===== src/rtl/spi_adc_responder.sv =====
// spi_adc_responder: SPI-mode-0 responder emulating a dual-channel 12-bit
// MCP3202-style ADC. It decodes start/SGL/ODD/MSBF from the initiator,
// snapshots the selected (or differential) result and shifts it back on MISO.
//
// Ports:
//   clk, rst            system clock, asynchronous active-high reset
//   spi_sck/cs_n/mosi   raw SPI inputs from the initiator (synchronized here)
//   spi_miso            result bit stream (registered)
//   spi_miso_oe         high while the responder drives MISO
//   ch0_val, ch1_val    12-bit channel samples
//   conv_done           1-clk pulse when the initiator samples B0 (MSB-first)
//   frame_abort         1-clk pulse when CS rises before conv_done
//   last_cfg            {SGL, ODD, MSBF} of the last accepted command
module spi_adc_responder #(
  parameter int unsigned SYNC_STAGES = 2
) (
  input  logic        clk,
  input  logic        rst,
  input  logic        spi_sck,
  input  logic        spi_cs_n,
  input  logic        spi_mosi,
  output logic        spi_miso,
  output logic        spi_miso_oe,
  input  logic [11:0] ch0_val,
  input  logic [11:0] ch1_val,
  output logic        conv_done,
  output logic        frame_abort,
  output logic [2:0]  last_cfg
);

  localparam int unsigned DW = 12;
  localparam int unsigned CW = 4;

  typedef enum logic [2:0] {
    S_IDLE, S_WAIT_START, S_CFG, S_NULLB, S_DATA_M, S_DATA_L, S_HOLD
  } state_t;

  // Synchronizers and registered edge detectors
  logic [SYNC_STAGES-1:0] sck_sync_q, cs_sync_q, mosi_sync_q;
  logic sck_prev_q, cs_prev_q;
  logic sck_rise_q, sck_fall_q, cs_rise_q, cs_fall_q, cs_lvl_q, mosi_q;
  logic sck_s, cs_s, mosi_s;

  assign sck_s  = sck_sync_q[SYNC_STAGES-1];
  assign cs_s   = cs_sync_q[SYNC_STAGES-1];
  assign mosi_s = mosi_sync_q[SYNC_STAGES-1];

  // CS chain resets low so a CS already held low at reset release is not
  // mistaken for a fresh falling edge.
  always_ff @(posedge clk or posedge rst) begin
    if (rst) begin
      sck_sync_q  <= '0;
      cs_sync_q   <= '0;
      mosi_sync_q <= '0;
      sck_prev_q  <= 1'b0;
      cs_prev_q   <= 1'b0;
      sck_rise_q  <= 1'b0;
      sck_fall_q  <= 1'b0;
      cs_rise_q   <= 1'b0;
      cs_fall_q   <= 1'b0;
      cs_lvl_q    <= 1'b0;
      mosi_q      <= 1'b0;
    end else begin
      sck_sync_q  <= {sck_sync_q[SYNC_STAGES-2:0], spi_sck};
      cs_sync_q   <= {cs_sync_q[SYNC_STAGES-2:0], spi_cs_n};
      mosi_sync_q <= {mosi_sync_q[SYNC_STAGES-2:0], spi_mosi};
      sck_prev_q  <= sck_s;
      cs_prev_q   <= cs_s;
      sck_rise_q  <= sck_s & ~sck_prev_q;
      sck_fall_q  <= ~sck_s & sck_prev_q;
      cs_rise_q   <= cs_s & ~cs_prev_q;
      cs_fall_q   <= ~cs_s & cs_prev_q;
      cs_lvl_q    <= cs_s;
      mosi_q      <= mosi_s;
    end
  end

  // Conversion result; differential modes clamp at zero instead of wrapping
  logic [12:0]   diff01_c, diff10_c;
  logic [DW-1:0] result_c;
  logic          sgl_q, sgl_d, odd_q, odd_d;

  always_comb begin
    diff01_c = {1'b0, ch0_val} - {1'b0, ch1_val};
    diff10_c = {1'b0, ch1_val} - {1'b0, ch0_val};
    if (sgl_q)      result_c = odd_q ? ch1_val : ch0_val;
    else if (odd_q) result_c = diff10_c[12] ? '0 : diff10_c[DW-1:0];
    else            result_c = diff01_c[12] ? '0 : diff01_c[DW-1:0];
  end

  state_t        state_q, state_d;
  logic [CW-1:0] cnt_q, cnt_d;
  logic          seen_q, seen_d;
  logic [DW-1:0] shreg_q, shreg_d;
  logic          miso_q, miso_d, oe_q, oe_d;
  logic          conv_q, conv_d, abort_q, abort_d;
  logic [2:0]    last_cfg_q, last_cfg_d;

  // State and datapath registers
  always_ff @(posedge clk or posedge rst) begin
    if (rst) begin
      state_q    <= S_IDLE;
      cnt_q      <= '0;
      seen_q     <= 1'b0;
      sgl_q      <= 1'b0;
      odd_q      <= 1'b0;
      shreg_q    <= '0;
      miso_q     <= 1'b0;
      oe_q       <= 1'b0;
      conv_q     <= 1'b0;
      abort_q    <= 1'b0;
      last_cfg_q <= 3'b000;
    end else begin
      state_q    <= state_d;
      cnt_q      <= cnt_d;
      seen_q     <= seen_d;
      sgl_q      <= sgl_d;
      odd_q      <= odd_d;
      shreg_q    <= shreg_d;
      miso_q     <= miso_d;
      oe_q       <= oe_d;
      conv_q     <= conv_d;
      abort_q    <= abort_d;
      last_cfg_q <= last_cfg_d;
    end
  end

  // Next-state and output logic; CS rise outranks CS fall outranks SCK edges
  always_comb begin
    state_d    = state_q;
    cnt_d      = cnt_q;
    seen_d     = seen_q;
    sgl_d      = sgl_q;
    odd_d      = odd_q;
    shreg_d    = shreg_q;
    miso_d     = miso_q;
    oe_d       = oe_q;
    conv_d     = 1'b0;
    abort_d    = 1'b0;
    last_cfg_d = last_cfg_q;

    if (cs_rise_q) begin
      state_d = S_IDLE;
      cnt_d   = '0;
      seen_d  = 1'b0;
      miso_d  = 1'b0;
      oe_d    = 1'b0;
      case (state_q)
        S_WAIT_START:             abort_d = seen_q;
        S_CFG, S_NULLB, S_DATA_M: abort_d = 1'b1;
        default:                  abort_d = 1'b0;
      endcase
    end else if (cs_fall_q) begin
      state_d = S_WAIT_START;
      cnt_d   = '0;
      seen_d  = 1'b0;
      miso_d  = 1'b0;
      oe_d    = 1'b0;
    end else if (!cs_lvl_q) begin
      case (state_q)
        S_WAIT_START: begin
          if (sck_rise_q) begin
            seen_d = 1'b1;
            if (mosi_q) begin
              state_d = S_CFG;
              cnt_d   = '0;
            end
          end
        end
        S_CFG: begin
          if (sck_rise_q) begin
            cnt_d = cnt_q + CW'(1);
            if (cnt_q == CW'(0)) sgl_d = mosi_q;
            else if (cnt_q == CW'(1)) odd_d = mosi_q;
            else begin
              // Third bit is MSBF; SGL/ODD are already registered
              shreg_d    = result_c;
              last_cfg_d = {sgl_q, odd_q, mosi_q};
              state_d    = S_NULLB;
              cnt_d      = '0;
            end
          end
        end
        S_NULLB: begin
          if (sck_fall_q) begin
            miso_d  = 1'b0;
            oe_d    = 1'b1;
            state_d = S_DATA_M;
            cnt_d   = '0;
          end
        end
        S_DATA_M: begin
          if (sck_fall_q && cnt_q < CW'(DW)) begin
            miso_d = shreg_q[CW'(DW-1) - cnt_q];
            cnt_d  = cnt_q + CW'(1);
          end else if (sck_rise_q && cnt_q == CW'(DW)) begin
            // Initiator has just sampled B0
            conv_d  = 1'b1;
            cnt_d   = '0;
            state_d = last_cfg_q[0] ? S_HOLD : S_DATA_L;
          end
        end
        S_DATA_L: begin
          if (sck_fall_q) begin
            if (cnt_q < CW'(DW-1)) begin
              miso_d = shreg_q[cnt_q + CW'(1)];
              cnt_d  = cnt_q + CW'(1);
            end else begin
              miso_d  = 1'b0;
              state_d = S_HOLD;
            end
          end
        end
        S_HOLD:  miso_d = 1'b0;
        default: ;
      endcase
    end
  end

  assign spi_miso    = miso_q;
  assign spi_miso_oe = oe_q;
  assign conv_done   = conv_q;
  assign frame_abort = abort_q;
  assign last_cfg    = last_cfg_q;

endmodule


===== config.mk =====
export PLATFORM = sky130hd
export DESIGN_NAME = spi_adc_responder
export DESIGN_NICKNAME = d
export VERILOG_FILES = /design/src/rtl/spi_adc_responder.sv
export SDC_FILE = /design/constraint.sdc
export NUM_CORES = 1
export LEC_CHECK = 0
export ABC_AREA = 1
export ABC_CLOCK_PERIOD_IN_PS = 1550
export BUFFER_PORTS_ARGS = -buffer_cell sky130_fd_sc_hd__buf_2
export CAP_MARGIN = 30
export CORE_ASPECT_RATIO = 0.9
export CORE_MARGIN = 1
export CORE_UTILIZATION = 50
export CTS_BUF_LIST = sky130_fd_sc_hd__clkbuf_4 sky130_fd_sc_hd__clkbuf_8
export CTS_CLUSTER_SIZE = 25
export DETAILED_ROUTE_END_ITERATION = 7
export PLACE_DENSITY = 0.71
export SLEW_MARGIN = 25
export SYNTH_ARGS = -nofsm -noshare
export SYNTH_HDL_FRONTEND = slang
export SYNTH_SLANG_ARGS = --single-unit

===== constraint.sdc =====
create_clock -name clk -period 1.55 [get_ports clk]
set_input_delay 0.0775 -clock clk [delete_from_list [all_inputs] [get_ports clk]]
set_output_delay 0.0775 -clock clk [all_outputs]
set_load 0.1 [all_outputs]

==> results.tsv, run 1 <==
stage	metric	value	unit
timing	skew	0.009352	ns
yosys	synth_mux_area_share	0.8035	%
job	cap_viol_max_count	0	
yosys	syn-instance-count	561	
floorplan	coreArea	7148	µm²
timing	fin_crit_sh	106.7	%
clocking	clk_latency	0.31	ns
timing	drv_slew	0	
power	p_per_area	928.6	nW/µm²
floorplan	io_pins	36	
floorplan	rows	29	
setup_path	cp-startpoint	cnt_q[2]	
place	dp_hpwl	8583	µm
floorplan	start_util	52.28	%
routing	routedWlPerCell	14.93	µm
clocking	cts-root-buf	clkbuf_8	
place	io_buffer_count	35	
clocking	htree_levels	2	
routing	via_per_inst	5.327	
yosys	synthXorXnorAreaFrac	2.812	%
setup_path	crit_chain	inv_2, ha_4, o21a_1, nand2_2, nand2_2, o21ai_4, nand3_4, o31ai_2	
timing	max_slew_margin	65.25	%
global_routing	grt_max_degree	43	
global_routing	track_usage	29.22	%
setup_path	rr_worst_depth	8	
hold_path	hold_path_class	input pin to register	
hold_path	holdPathStages	5	
timing	setup_ws	-0.1040	ns
final_layout	area_delta_synth_final	43.39	%
routing	drt_iter0_markers	383	
setup_path	cp-end-kind	register	
yosys	ys_types	41	
power	p_total	4.976	mW
timing	finalCriticalPeriod	1.654	ns
routing	vias	4256	
setup_path	crit_path_frequent_cell	nand2_2	
clocking	numCtsBuffers	5	
yosys	syn_area_per_cell	6.662	µm²
final_layout	fin_nets	767	
setup_path	cp.depth	8	
yosys	synthAdderAreaFrac	11.45	%
global_routing	grt_pass1_vias	3824	
status	status	finished with violations	
final_layout	diodes	0	
floorplan	design.die.area	7825	µm²
place	dp_cells	767	
yosys	synth_compound_area_share	15.33	%
routing	remaining_drc_errors	0	
setup_path	crit_arrival	1.87	ns
setup_path	critPathMaxFanout	6	
setup_path	path_class	register to register	
yosys	ys_warn_count	0	
setup_path	worst-path-buf-inv	1	
status	violations	setup timing	
global_routing	antenna_found_initial	0	
setup_path	critical-path-slowest-cell	dfrtp_1	
setup_path	crit_path_start_kind	register	
yosys	ys_seq_elements	42	
global_routing	grt_pass1_wl	17720	µm
final_layout	layoutNonFillerInstCount	799	
final_layout	final_cell_mix	128 x nand2_1, 98 x buf_4, 74 x inv_1	
timing	final_hold_viol_count	0	
clocking	tritoncts	done	
timing	final-setup-viol-count	11	
routing	drtPass1Iterations	8	
setup_path	worstReg2RegStart	cnt_q[2]	
setup_path	cpPeakStageDelay	0.42	ns
clocking	clock-sinks	42	
routing	ant_nets	0	
hold_path	min_from	ch1_val[0]	
yosys	synth_area_leader_cell	dfrtp_1	
global_routing	grt_overflow_total	0	
yosys	ys_seq_area_share	28.12	%
timing	rsz0062_at_grt	true	
yosys	synth_top_area_share	28.12	%
setup_path	worstPathRequired	1.77	ns
final_layout	drive_gt1_share	37.11	%
yosys	synth.area.top_cells	dfrtp_1 28%, nand2_1 14%, ha_1 10%	
timing	worst_pin_slew	0.5213	ns
hold_path	hold_path_end	shreg_q[0]	
yosys	synth-simple-area-share	30.57	%
clocking	clk_pin_slew	0.08	ns
routing	routed_wl	11930	µm
floorplan	die_height	84.02	µm
timing	fmax	0.6046	GHz
yosys	syn-num-nets	623	
yosys	syn_area	3737	µm²
final_layout	layout_commonest_cell	nand2_1	
yosys	synth_top_family_by_area	simple AND/OR/NAND/NOR gates	
clocking	max-clock-path-buffers	2	
power	ir_drop	775.1	µV
setup_path	cp_top_family	compound AO/OA/AOI/OAI gates	
setup_path	r2r_slack	-0.10	ns
place	gp_congestion	0.9537	
setup_path	r2r_end	state_q[0]	
floorplan	die_width	93.13	µm
power	leakage	2.783	nW
-- layer usage --
metal	vias up	wire [µm]	track usage, %
li1	2084	-	-
met1	1949	5446	43.01
met2	189	5337	43.11
met3	34	812	5.647
met4	0	335	8.811
met5	-	0	0
-- worst min-delay path, stage by stage --
cell	delay, ns
buf_2	0.10
ha_2	0.14
nor2_1	0.04
o21ai_1	0.06
a22oi_1	0.06
-- stage by stage --
stage / TNS, ns / utilization [%] / cell area [µm²] / hold slack (ns) / worst slack (ns)
4_1_cts: -0.2136 / 69.30 / 4954 / 0.1971 / -0.04430
3_3_place_gp: -2.423 / 65.20 / 4661 / 0.1860 / -0.2389
3_5_place_dp: -3.146 / 65.20 / 4661 / 0.1868 / -0.2671
5_1_grt: -2.262 / 74.97 / 5359 / 0.2607 / -0.1743
6_report: -0.7158 / 74.97 / 5359 / 0.2152 / -0.1040
2_1_floorplan: -0.005941 / - / 3772 / 0.1089 / -0.005941
-- repair_timing --
action / CTS / global route
setup endpoints to repair: 18 / 22
cloned: 0 / 2
gates resized for setup: 33 / 89
pin swaps: 14 / 21
hold buffers: 4 / 0
hold endpoints to repair: 45 / 0
setup buffers: 6 / 12
-- sequential cells by signal, summed over array words and instances, names as in the netlist --
name and cells:
sck_fall_q 1, conv_done 1, spi_miso 1, sck_rise_q 1, spi_miso_oe 1, cs_lvl_q 1
seen_q 1, shreg_q 12, sck_prev_q 1, cs_sync_q 2, mosi_sync_q 2, frame_abort 1
cs_fall_q 1, sgl_q 1, state_q 3, mosi_q 1, sck_sync_q 2, last_cfg 3
odd_q 1, cs_rise_q 1, cnt_q 4
-- worst max path at each step --
stage,slack (ns),endpoint
final,-0.10,state_q[0]
after global routing,-0.17,cnt_q[0]
after CTS,-0.04,state_q[0]
after detailed placement,-0.27,shreg_q[2]
after global placement,-0.24,shreg_q[2]
after floorplan,-0.006,state_q[0]
-- logic make-up after synthesis --
| group | Yosys count |
|---|---|
| muxes | 3 |
| and+or+nand+nor | 267 |
| buffers and inverters | 103 |
| adders and majority gates | 33 |
| DFF | 42 |
| AOI/OAI and AO/OA | 101 |
| xor gates and xnor gates | 12 |
-- cell type report --
type / count / area (µm²)
clock buffer: 5 / 68.82
clock inverter: 3 / 21.27
fill: 557 / 1789
inverter: 93 / 366.6
multi-input combinational: 416 / 2680
sequential: 42 / 1055
tap: 93 / 116.4
timing repair buffer: 146 / 1046
timing repair inverter: 1 / 5.005
-- power breakdown --
| part | total (mW) | switching [mW] | internal (mW) |
|---|---|---|---|
| registers | 1.41 | 0.152 | 1.26 |
| clock network | 0.748 | 0.431 | 0.317 |
| logic | 2.82 | 1.66 | 1.16 |
-- synth_stat cells (all sizes together) --
cell type / instances
buf: 7
xnor2: 4
nand3: 39
nand4: 7
clkbuf: 3
o2111ai: 1
nand2: 148
or2: 3
xor2: 8
o22ai: 4
o21ai: 41
a21o: 1
a22oi: 1
dfrtp: 42
a21oi: 39
nor3: 5
fa: 2
nor2: 65
a31oi: 4
o21a: 1
mux2i: 3
o211ai: 1
o21bai: 6
ha: 31
o221ai: 1
clkinv: 3
inv: 90
o31ai: 1
(Power assumes the default switching activity.)
==> run 2: changes to the inputs <==
--- a/config.mk
+++ b/config.mk
@@ -11,11 +11,11 @@
 export CAP_MARGIN = 30
 export CORE_ASPECT_RATIO = 0.9
 export CORE_MARGIN = 1
-export CORE_UTILIZATION = 50
+export CORE_UTILIZATION = 40
 export CTS_BUF_LIST = sky130_fd_sc_hd__clkbuf_4 sky130_fd_sc_hd__clkbuf_8
 export CTS_CLUSTER_SIZE = 25
 export DETAILED_ROUTE_END_ITERATION = 7
-export PLACE_DENSITY = 0.71
+export PLACE_DENSITY = 0.59
 export SLEW_MARGIN = 25
 export SYNTH_ARGS = -nofsm -noshare
 export SYNTH_HDL_FRONTEND = slang
==> results.tsv, run 2 (same netlist as run 1, synthesis figures left out) <==
stage	metric	value	unit	change
power	power.switching	2.063	mW	-7.9%
timing	worst_pin_slew	0.4841	ns	-0.03723 ns
global_routing	grt_pass1_wl	18110	µm	+2.2%
global_routing	track_usage	23.24	%	-6.0 points
setup_path	critical-path-slowest-cell	dfrtp_2		
final_layout	layoutNonFillerInstCount	829		+3.8%
routing	ant_nets	0		unchanged
setup_path	worst-path-buf-inv	2		+1
timing	finalCriticalPeriod	1.656	ns	+0.001741 ns
setup_path	crit_chain	ha_2, nand2_2, nand2_2, buf_4, nor2_4, buf_6, mux2i_1, nand2_1		
setup_path	critPathMaxFanout	5		-1
clocking	clk_pin_slew	0.08	ns	about the same
routing	routed-wl-met2	4715	µm	-12%
place	dp_hpwl	8560	µm	-0.27%
power	leakage	2.811	nW	+1.0%
final_layout	nFillCells	843		+51%
timing	max_slew_margin	67.95	%	+2.7 points
clocking	clk_latency	0.29	ns	-0.02 ns
clocking	htree_levels	2		unchanged
power	ir_drop	507.0	µV	-35%
timing	fin_crit_sh	106.8	%	+0.11 points
final_layout	layout_commonest_cell	nand2_1		
floorplan	design.die.area	9734	µm²	+24%
setup_path	cp-endpoint	shreg_q[11]		
clocking	cts-root-buf	clkbuf_8		
timing	setup_tns	-1.086	ns	-0.3703 ns
place	dp_cells	801		+4.4%
setup_path	worstReg2RegStart	cnt_q[0]		
clocking	max-clock-path-buffers	2		unchanged
timing	final-setup-viol-count	19		+8
routing	drt_iter0_markers	237		-38%
power	p_sw_share	43.36	%	-1.7 points
setup_path	cp_top_family	flip-flops		
power	p_per_area	888.8	nW/µm²	-4.3%
status	status	finished with violations		
place	io_buffer_count	35		unchanged
clocking	tritoncts	done		
setup_path	r2r_slack	-0.11	ns	about the same
place	pre_cts_slack	-0.3149	ns	-0.04776 ns
final_layout	final_util	58.91	%	-16 points
setup_path	cp-end-kind	register		
global_routing	grt_pass1_vias	3852		+0.73%
final_layout	diodes	0		unchanged
routing	routed_wl	11120	µm	-6.8%
power	comb_power_share	55.5	%	-1.1 points
routing	routedWlPerCell	13.42	µm	-10%
routing	remaining_drc_errors	0		unchanged
timing	skew	0.005171	ns	-0.004180 ns
floorplan	coreArea	9084	µm²	+27%
timing	hold_slack	0.2268	ns	+0.01151 ns
final_layout	largest-register	shreg_q		
setup_path	worstPathRequired	1.74	ns	-0.03 ns
power	p_total	4.756	mW	-4.4%
routing	routed.top_layer	met4		
floorplan	die_width	103.9	µm	+12%
routing	wl_met1	5654	µm	+3.8%
setup_path	crit_path_frequent_cell	nand2_2		
floorplan	rows	33		+14%
setup_path	crit_arrival	1.85	ns	-0.02 ns
global_routing	grt_max_degree	43		unchanged
global_routing	grt_overflow_total	0		unchanged
routing	vias	4137		-2.8%
power	p_clk_share	15.1	%	about the same
setup_path	cp-startpoint	cnt_q[0]		
floorplan	io_pins	36		unchanged
setup_path	cpPeakStageDelay	0.49	ns	+0.07 ns
setup_path	cp.depth	8		unchanged
timing	drv_slew	0		unchanged
final_layout	area_delta_synth_final	43.19	%	
hold_path	hold_path_class	input pin to register		
routing	met3_length	564	µm	-31%
status	violations	setup timing		
timing	final_hold_viol_count	0		unchanged
routing	via_per_inst	4.990		-6.3%
final_layout	largest_register_ffs	12		unchanged
clocking	numCtsBuffers	5		unchanged
timing	setup_ws	-0.1058	ns	-0.001741 ns
timing	rsz0062_at_grt	true		
power	seqPwrFrac	29.4	%	+1.1 points
timing	fmax	0.6039	GHz	-0.11%
floorplan	die_height	93.70	µm	+12%
setup_path	path_class	register to register		
setup_path	rr_worst_depth	8		unchanged
final_layout	fin_area	5351	µm²	-0.14%
place	gp_congestion	0.9540		about the same
routing	drtPass1Iterations	5		-3
floorplan	start_util	41.14	%	-11 points
clocking	clock-sinks	42		unchanged
setup_path	r2r_end	shreg_q[11]		
place	place_area	4747	µm²	+1.9%
final_layout	final_cell_mix	135 x nand2_1, 99 x buf_4, 77 x inv_1		
final_layout	reg_top3	shreg_q: 12 flops, cnt_q: 4 flops		
final_layout	drive_gt1_share	34.37	%	-2.7 points
global_routing	antenna_found_initial	0		unchanged
job	cap_viol_max_count	0		unchanged
power	intPower	2.694	mW	-1.5%
final_layout	fin_nets	768		+0.13%
setup_path	crit_path_start_kind	register		
-- run 2: cell count changes in the layout (fill, tap and decap cells not counted), sizes merged --
cell and change:
buf +1, clkbuf +1, clkinvlp -1
-- run 2: final cells by class --
cell class	instances	area (µm²)	area share, %
multi-input combinational	416	2615	48.87
timing repair buffer	147	1069	19.97
sequential	42	1055	19.71
inverter	93	364.1	6.804
tap	122	152.6	2.852
clock buffer	6	76.32	1.426
clock inverter	2	13.76	0.2572
timing repair inverter	1	6.256	0.1169
-- run 2: what timing repair did --
item,4_1_cts,5_1_grt
gates resized for setup,40,56
cloned,0,1
buffers inserted,8,8
pin swaps,17,25
hold buffers,4,0
hold endpoints to repair,45,0
setup endpoints to repair,23,25
-- run 2: routing by layer --
layer | global-route usage [%] | vias to the layer above
met5 | 0 | -
met4 | 4.405 | 0
met3 | 3.121 | 19
met2 | 34.67 | 119
met1 | 35.57 | 1910
li1 | - | 2089
-- run 2: how the worst min path moves through the flow --
stage	cells past startpoint	startpoint	to
floorplan	0	spi_cs_n	cs_sync_q[0]
global route	5	ch1_val[0]	shreg_q[0]
CTS	5	ch1_val[0]	shreg_q[0]
finish	5	ch1_val[0]	shreg_q[0]
detailed placement	3	rst	last_cfg[1]
global placement	3	rst	last_cfg[1]
-- run 2: power groups by stage --
| stage | clock [mW] | combinational (mW) | sequential [mW] |
|---|---|---|---|
| after floorplan | 0 | 1.22 | 1.48 |
| after global placement | 0 | 2.18 | 1.39 |
| after detailed placement | 0 | 2.19 | 1.39 |
| after CTS | 0.734 | 2.32 | 1.38 |
| after global routing | 0.800 | 2.88 | 1.42 |
| final | 0.720 | 2.64 | 1.40 |
-- run 2: worst min-delay path: stages --
cell and delay, ns:
buf_2 0.09, ha_1 0.13, nor2_1 0.05, o21ai_1 0.07, a22oi_1 0.06
